**src/rtl/ccg_sweep_pkg.sv**
```systemverilog
// ccg_sweep_pkg: shared state type, default MISR constants and popcount helper
package ccg_sweep_pkg;

    typedef enum logic [1:0] {IDLE, SWEEP, DONE} sweep_state_t;

    localparam logic [15:0] DEF_POLY = 16'h1021;
    localparam logic [15:0] DEF_SEED = 16'hFFFF;

    function automatic logic [5:0] popcount(input logic [31:0] x);
        logic [5:0] c;
        c = '0;
        for (int i = 0; i < 32; i++) c = c + 6'(x[i]);
        return c;
    endfunction

endpackage

```
**src/rtl/ccg_misr.sv**
```systemverilog
// ccg_misr: multiple-input signature register folding one response word per enable
module ccg_misr #(
    parameter int             SIG_W = 16,
    parameter logic [SIG_W-1:0] POLY = SIG_W'(16'h1021),
    parameter logic [SIG_W-1:0] SEED = SIG_W'(16'hFFFF)
) (
    input  logic             clk,
    input  logic             rst,
    input  logic             load,
    input  logic             en,
    input  logic [SIG_W-1:0] din,
    output logic [SIG_W-1:0] q
);

    // Shift with polynomial feedback, then xor in the new response; load restarts from SEED
    always_ff @(posedge clk or posedge rst) begin
        if (rst) q <= SEED;
        else if (load) q <= SEED;
        else if (en) q <= {q[SIG_W-2:0], 1'b0} ^ (q[SIG_W-1] ? POLY : '0) ^ din;
    end

endmodule

```
**src/rtl/ccg_sig_sweeper.sv**
```systemverilog
// ccg_sig_sweeper: exhaustive input sweep of a combinational netlist with MISR and ones-count capture
module ccg_sig_sweeper
    import ccg_sweep_pkg::*;
#(
    parameter int          IN_W   = 5,
    parameter int          OUT_W  = 11,
    parameter int          SIG_W  = 16,
    parameter logic [15:0] POLY   = DEF_POLY,
    parameter logic [15:0] SEED   = DEF_SEED,
    parameter int          SETTLE = 0
) (
    input  logic              clk,
    input  logic              rst,
    input  logic              start,
    output logic [IN_W-1:0]   vec_o,
    input  logic [OUT_W-1:0]  resp_i,
    output logic              busy,
    output logic              done,
    output logic [SIG_W-1:0]  signature,
    output logic [IN_W+3:0]   ones_total
);

    sweep_state_t    r_state;
    logic [IN_W-1:0] r_vec;
    logic [3:0]      r_hold;
    logic [IN_W+3:0] r_ones;
    logic            r_busy;
    logic            r_done;
    logic            w_load;
    logic            w_sample;

    assign w_load     = (r_state == IDLE) && start;
    assign w_sample   = (r_state == SWEEP) && (r_hold == 4'(SETTLE));
    assign vec_o      = r_vec;
    assign busy       = r_busy;
    assign done       = r_done;
    assign ones_total = r_ones;

    ccg_misr #(
        .SIG_W(SIG_W),
        .POLY (SIG_W'(POLY)),
        .SEED (SIG_W'(SEED))
    ) u_misr (
        .clk (clk),
        .rst (rst),
        .load(w_load),
        .en  (w_sample),
        .din (SIG_W'(resp_i)),
        .q   (signature)
    );

    // Sweep controller: hold each vector SETTLE+1 cycles, sample on the last, stop after the top vector
    always_ff @(posedge clk or posedge rst) begin
        if (rst) begin
            r_state <= IDLE;
            r_vec   <= '0;
            r_hold  <= '0;
            r_ones  <= '0;
            r_busy  <= 1'b0;
            r_done  <= 1'b0;
        end else begin
            case (r_state)
                IDLE: if (start) begin
                    r_state <= SWEEP;
                    r_vec   <= '0;
                    r_hold  <= '0;
                    r_ones  <= '0;
                    r_busy  <= 1'b1;
                end
                SWEEP: if (w_sample) begin
                    r_hold <= '0;
                    r_vec  <= r_vec + 1'b1;
                    r_ones <= r_ones + (IN_W+4)'(popcount(32'(resp_i)));
                    if (&r_vec) begin
                        r_state <= DONE;
                        r_busy  <= 1'b0;
                        r_done  <= 1'b1;
                    end
                end else begin
                    r_hold <= r_hold + 1'b1;
                end
                DONE: begin
                    r_done  <= 1'b0;
                    r_state <= IDLE;
                end
                default: r_state <= IDLE;
            endcase
        end
    end

endmodule

```
**config.mk**
```make
export PLATFORM = sky130hd
export DESIGN_NAME = ccg_sig_sweeper
export DESIGN_NICKNAME = d
export VERILOG_FILES = /design/src/rtl/ccg_sweep_pkg.sv /design/src/rtl/ccg_misr.sv /design/src/rtl/ccg_sig_sweeper.sv
export SDC_FILE = /design/constraint.sdc
export NUM_CORES = 1
export LEC_CHECK = 0
export BUFFER_PORTS_ARGS = -buffer_cell sky130_fd_sc_hd__buf_2
export CAP_MARGIN = 40
export CELL_PAD_IN_SITES_DETAIL_PLACEMENT = 1
export CELL_PAD_IN_SITES_GLOBAL_PLACEMENT = 2
export CORE_ASPECT_RATIO = 0.8
export CORE_MARGIN = 4
export CORE_UTILIZATION = 31
export DETAILED_ROUTE_END_ITERATION = 10
export PLACE_DENSITY_LB_ADDON = 0.1
export SLEW_MARGIN = 20
export SYNTH_ARGS = -nofsm -noshare
export SYNTH_HDL_FRONTEND = slang
export SYNTH_SLANG_ARGS = --single-unit
```
**constraint.sdc**
```tcl
create_clock -name clk -period 2.7 [get_ports clk]
set_input_delay 0.27 -clock clk [delete_from_list [all_inputs] [get_ports clk]]
set_output_delay 0.27 -clock clk [all_outputs]
set_load 0.02 [all_outputs]
```
==> metrics.md <==
| Metric | Value |
|---|---|
| Antenna violations before repair | 0 |
| Die W | 103 um |
| P&R area growth vs syn | 29.2% |
| Largest net degree at the start of global routing | 41 |
| Sw Share | 43.2% |
| EDFF count, synth | 0 |
| RSZ-0062 raised after global routing | yes |
| Max-cap violations | 0 |
| Placed insts | 361 |
| Die height | 83.8 um |
| Synthesized area | 0.00223 mm^2 |
| Gr usage total | 14.4% |
| Int Pwr | 2.24 mW |
| Fin cells | ~370 |
| Clock buffer depth | 2 |
| Post-DR wirelength/cell | 15.3 um |
| H-Tree Depth | 2 |
| Tmin final | 3.38 ns |
| Cell variety after synth | 39 |
| CP dominant cell by count | fa_1 |
| # setup viols final | 8 |
| Hold slack | around 0.082 ns |
| Most used DFF post-synth | dfrtp_1 |
| Ports | 46 |
| Cell Rows | 27 |
| Cell Area, Placed | 0.00269 mm^2 |
| Final worst-path cycle share | 125% |
| Post-synthesis sequential area ratio | 43.6% |
| CTS Sinks | 38 |
| Failing checks | setup timing |
| Place WS | -1.03 ns |
| Worst path slowest cell | fa_1 |
| R2R Setup Slk | 0 ns |
| N_diodes | 0 |
| Clock share of power | 13.4% |
| Kind of start point of the critical path | input pin |
| Area of the multi-input gates | between 0.001 and 0.0015 mm^2 |
| Slew HR | roughly two thirds |
| Post-DP HPWL | 4160 um |
| Combinational share of power | 57.2% |
| Maximum clock rate | about 0.30 GHz |
| Clk slew on worst S/H paths | 0.09 ns |
| Flop pwr share | just under 30% |
| Worst path cell trace | buf_8 > fa_1 > inv_2 > fa_1 > fa_1 > fa_1 > inv_2 > ha_4 > inv_2 > fa_2 > nor2b_2 > o31a_1 > o211ai_1 > mux2i_1 |
| Cell count after synthesis | 217 |
| Fin nets | 318 |
| Vias | 1811 |
| CP max stage delay | about 0.54 ns |
| Layout cell share with drive strength beyond 1 | 39.4% |
| Skew-Pair Late Insertion Delay | roughly 0.3 ns |
| CP top delay family | adder cells |
| P_sw | 1.70 mW |
| Vias in the first global route | 1901 |
| Core Util, Final | 41.5% |
| Die area | 0.00861 mm^2 |
| Status | complete, but fails checks |
| Critical Path RT | 2.92 ns |
| Hold crit path type | input pin to async pin |
| Core area | 0.00693 mm^2 |
| First-pass GRT wire length | 9740 um |
| Iteration-0 DRC count of the detailed router | 45 |
| Peak VDD IR | about 500 uV |
| R2r startpoint | ones_total[1]$_DFFE_PP0P_ |
| CP Class | input pin to flip-flop |
| Crit Reg-Reg Endpoint | ones_total[8]$_DFFE_PP0P_ |
| Post-synth net total | 252 |
| Power density over cell area | 1370 mW/mm^2 |
| CP endpoint | ones_total[8]$_DFFE_PP0P_ |
| Final instance area | 0.00288 mm^2 |
| # DRC | 0 |
| WP depth | 14 |
| Ys Warns | 0 |
| R2R cell count | 8 |
| FILL cells | 805 |
| Initial Util | roughly a third |
| Crit. Startpoint | resp_i[0] |
| Synthesized area per cell | 10.3 um^2 |
| CP max FO | 3 |
| CTS tree | yes |
| Worst-Margin Slew | 0.530 ns |
| Cts bufs inserted | 5 |
| Vias per inst | 4.88 |
| Total gr overflow | 0 |
| Final GP Congestion | 0.756 |
| Setup ws final | -0.682 ns |
| Register area | approximately 970 um^2 |
| CTS hold repair buffers | 0 |
| Final Max Tran Viols | 0 |
| DRT antenna net count | 0 |
| Initial DRT Pass Iterations | 4 |
| Clk_skew | 0.00879 ns |
| Final hold vios | 0 |
| CP Capture Type | flip-flop |
| Share of flip-flops with an asynchronous set or reset | 100% |
| Buffers on Ports | 45 |
| CTS root buf | clkbuf_8 |
| Synth Register Bits | 38 |
| Final wirelength | 5680 um |
| CP arrival | 3.60 ns |
| WP buf/inv | 4 |
| Leakage | roughly 1.4 nW |
per-layer routing:
| layer | GRT usage [%] | vias to the layer above | routed length [um] |
|---|---|---|---|
| li1 | - | 874 | - |
| met1 | 20.7 | 900 | 2830 |
| met2 | 21.1 | 28 | 2580 |
| met3 | 3.17 | 9 | 197 |
| met4 | 4.82 | 0 | 80 |
| met5 | 0 | - | 0 |
per-stage QoR:
| stage | power, mW | TNS, ns |
|---|---|---|
| after floorplan | 2.57 | -4.50 |
| after global placement | 3.26 | -7.32 |
| after detailed placement | 3.28 | -7.47 |
| after CTS | 3.97 | -4.42 |
| after global routing | 4.30 | -5.75 |
| final | 3.93 | -4.70 |
worst reg2reg max path, delay by kind of cell, from the launching register on:
family	cells	cell delay [ns]
DFF	1	0.39
adders and majority gates	4	1.37
AOI/OAI and AO/OA	2	0.49
muxes	1	0.21
and+or+nand+nor	1	0.16
final cells by class:
cell class / count / area share, %
sequential: 38 / 33.8
tap: 87 / 3.79
timing repair buffer: 68 / 14.4
clock inverter: 1 / 0.305
multi-input combinational: 151 / 41.1
clock buffer: 7 / 4.13
inverter: 19 / 2.48
Yosys cell counts, types with 3 or more instances:
cell type / count / area share [%]
nand2_1: 35 / 5.9
a21oi_1: 4 / 0.90
o21ai_0: 9 / 2.0
nor2_1: 4 / 0.67
o211ai_1: 14 / 4.7
and3_1: 3 / 0.84
xnor2_1: 12 / 4.7
nand3_1: 15 / 3.4
ha_1: 14 / 7.9
fa_1: 7 / 6.3
dfstp_2: 16 / 19
clkbuf_1: 3 / 0.51
buf_2: 5 / 1.1
xor2_1: 5 / 2.0
mux2i_1: 4 / 1.8
dfrtp_1: 22 / 25
inv_1: 19 / 3.2
layout by cell type (no fill, tap or decap), types with 2 or more instances in the layout:
cell type / count
o211ai_2: 2
and3_1: 3
clkbuf_8: 5
o211ai_1: 14
nor2_1: 4
nand2_1: 34
nand3_1: 15
dfstp_2: 16
fa_1: 6
buf_4: 21
buf_6: 2
buf_2: 44
o21ai_1: 2
nand2_2: 2
xor2_1: 5
xnor2_1: 12
o21ai_0: 6
nand2b_1: 2
clkbuf_16: 2
a21oi_1: 3
ha_1: 13
dfrtp_1: 22
mux2i_1: 4
inv_1: 16
inv_2: 3
kinds of logic (layout without fill, tap and decap cells):
kind of cell | Yosys count | after routing | share of synthesized area [%]
simple gates | 67 | 67 | 14.3
compound gates | 42 | 42 | 14.1
flops | 38 | 38 | 43.6
buf+inv | 28 | 95 | 5.34
fa+ha+maj | 21 | 21 | 14.2
xor+xnor | 17 | 17 | 6.69
mux | 4 | 4 | 1.80
power by group through the flow:
stage / clock, mW / sequential [mW] / combinational (mW)
after floorplan: 0 / 1.42 / 1.15
after global placement: 0 / 1.17 / 2.08
after detailed placement: 0 / 1.17 / 2.11
after CTS: 0.548 / 1.17 / 2.26
after global routing: 0.568 / 1.21 / 2.52
final: 0.526 / 1.16 / 2.25
sequential cells by signal (all words and copies together), names as in the netlist:
name        flops
vec_o           5
done            1
r_state         2
ones_total      9
r_hold          4
u_misr.q       16
busy            1
worst min path at each step:
| stage | to | startpoint | depth (start not counted) | slack [ns] |
|---|---|---|---|---|
| 2_1_floorplan | busy$_DFFE_PP0P_ | rst | 1 | 0.45 |
| 3_3_place_gp | vec_o[0]$_DFFE_PP0P_ | rst | 3 | 0.42 |
| 3_5_place_dp | vec_o[0]$_DFFE_PP0P_ | rst | 3 | 0.43 |
| 4_1_cts | vec_o[1]$_DFFE_PP0P_ | rst | 3 | 0.1 |
| 5_1_grt | vec_o[1]$_DFFE_PP0P_ | rst | 3 | 0.13 |
| 6_report | vec_o[1]$_DFFE_PP0P_ | rst | 3 | 0.08 |
timing repair:
| action | 4_1_cts | 5_1_grt |
|---|---|---|
| buffers inserted | 2 | 1 |
| setup endpoints to repair | 8 | 9 |
| resized for setup | 9 | 4 |
| pin swaps | 7 | 4 |
(Power assumes the default switching activity.)
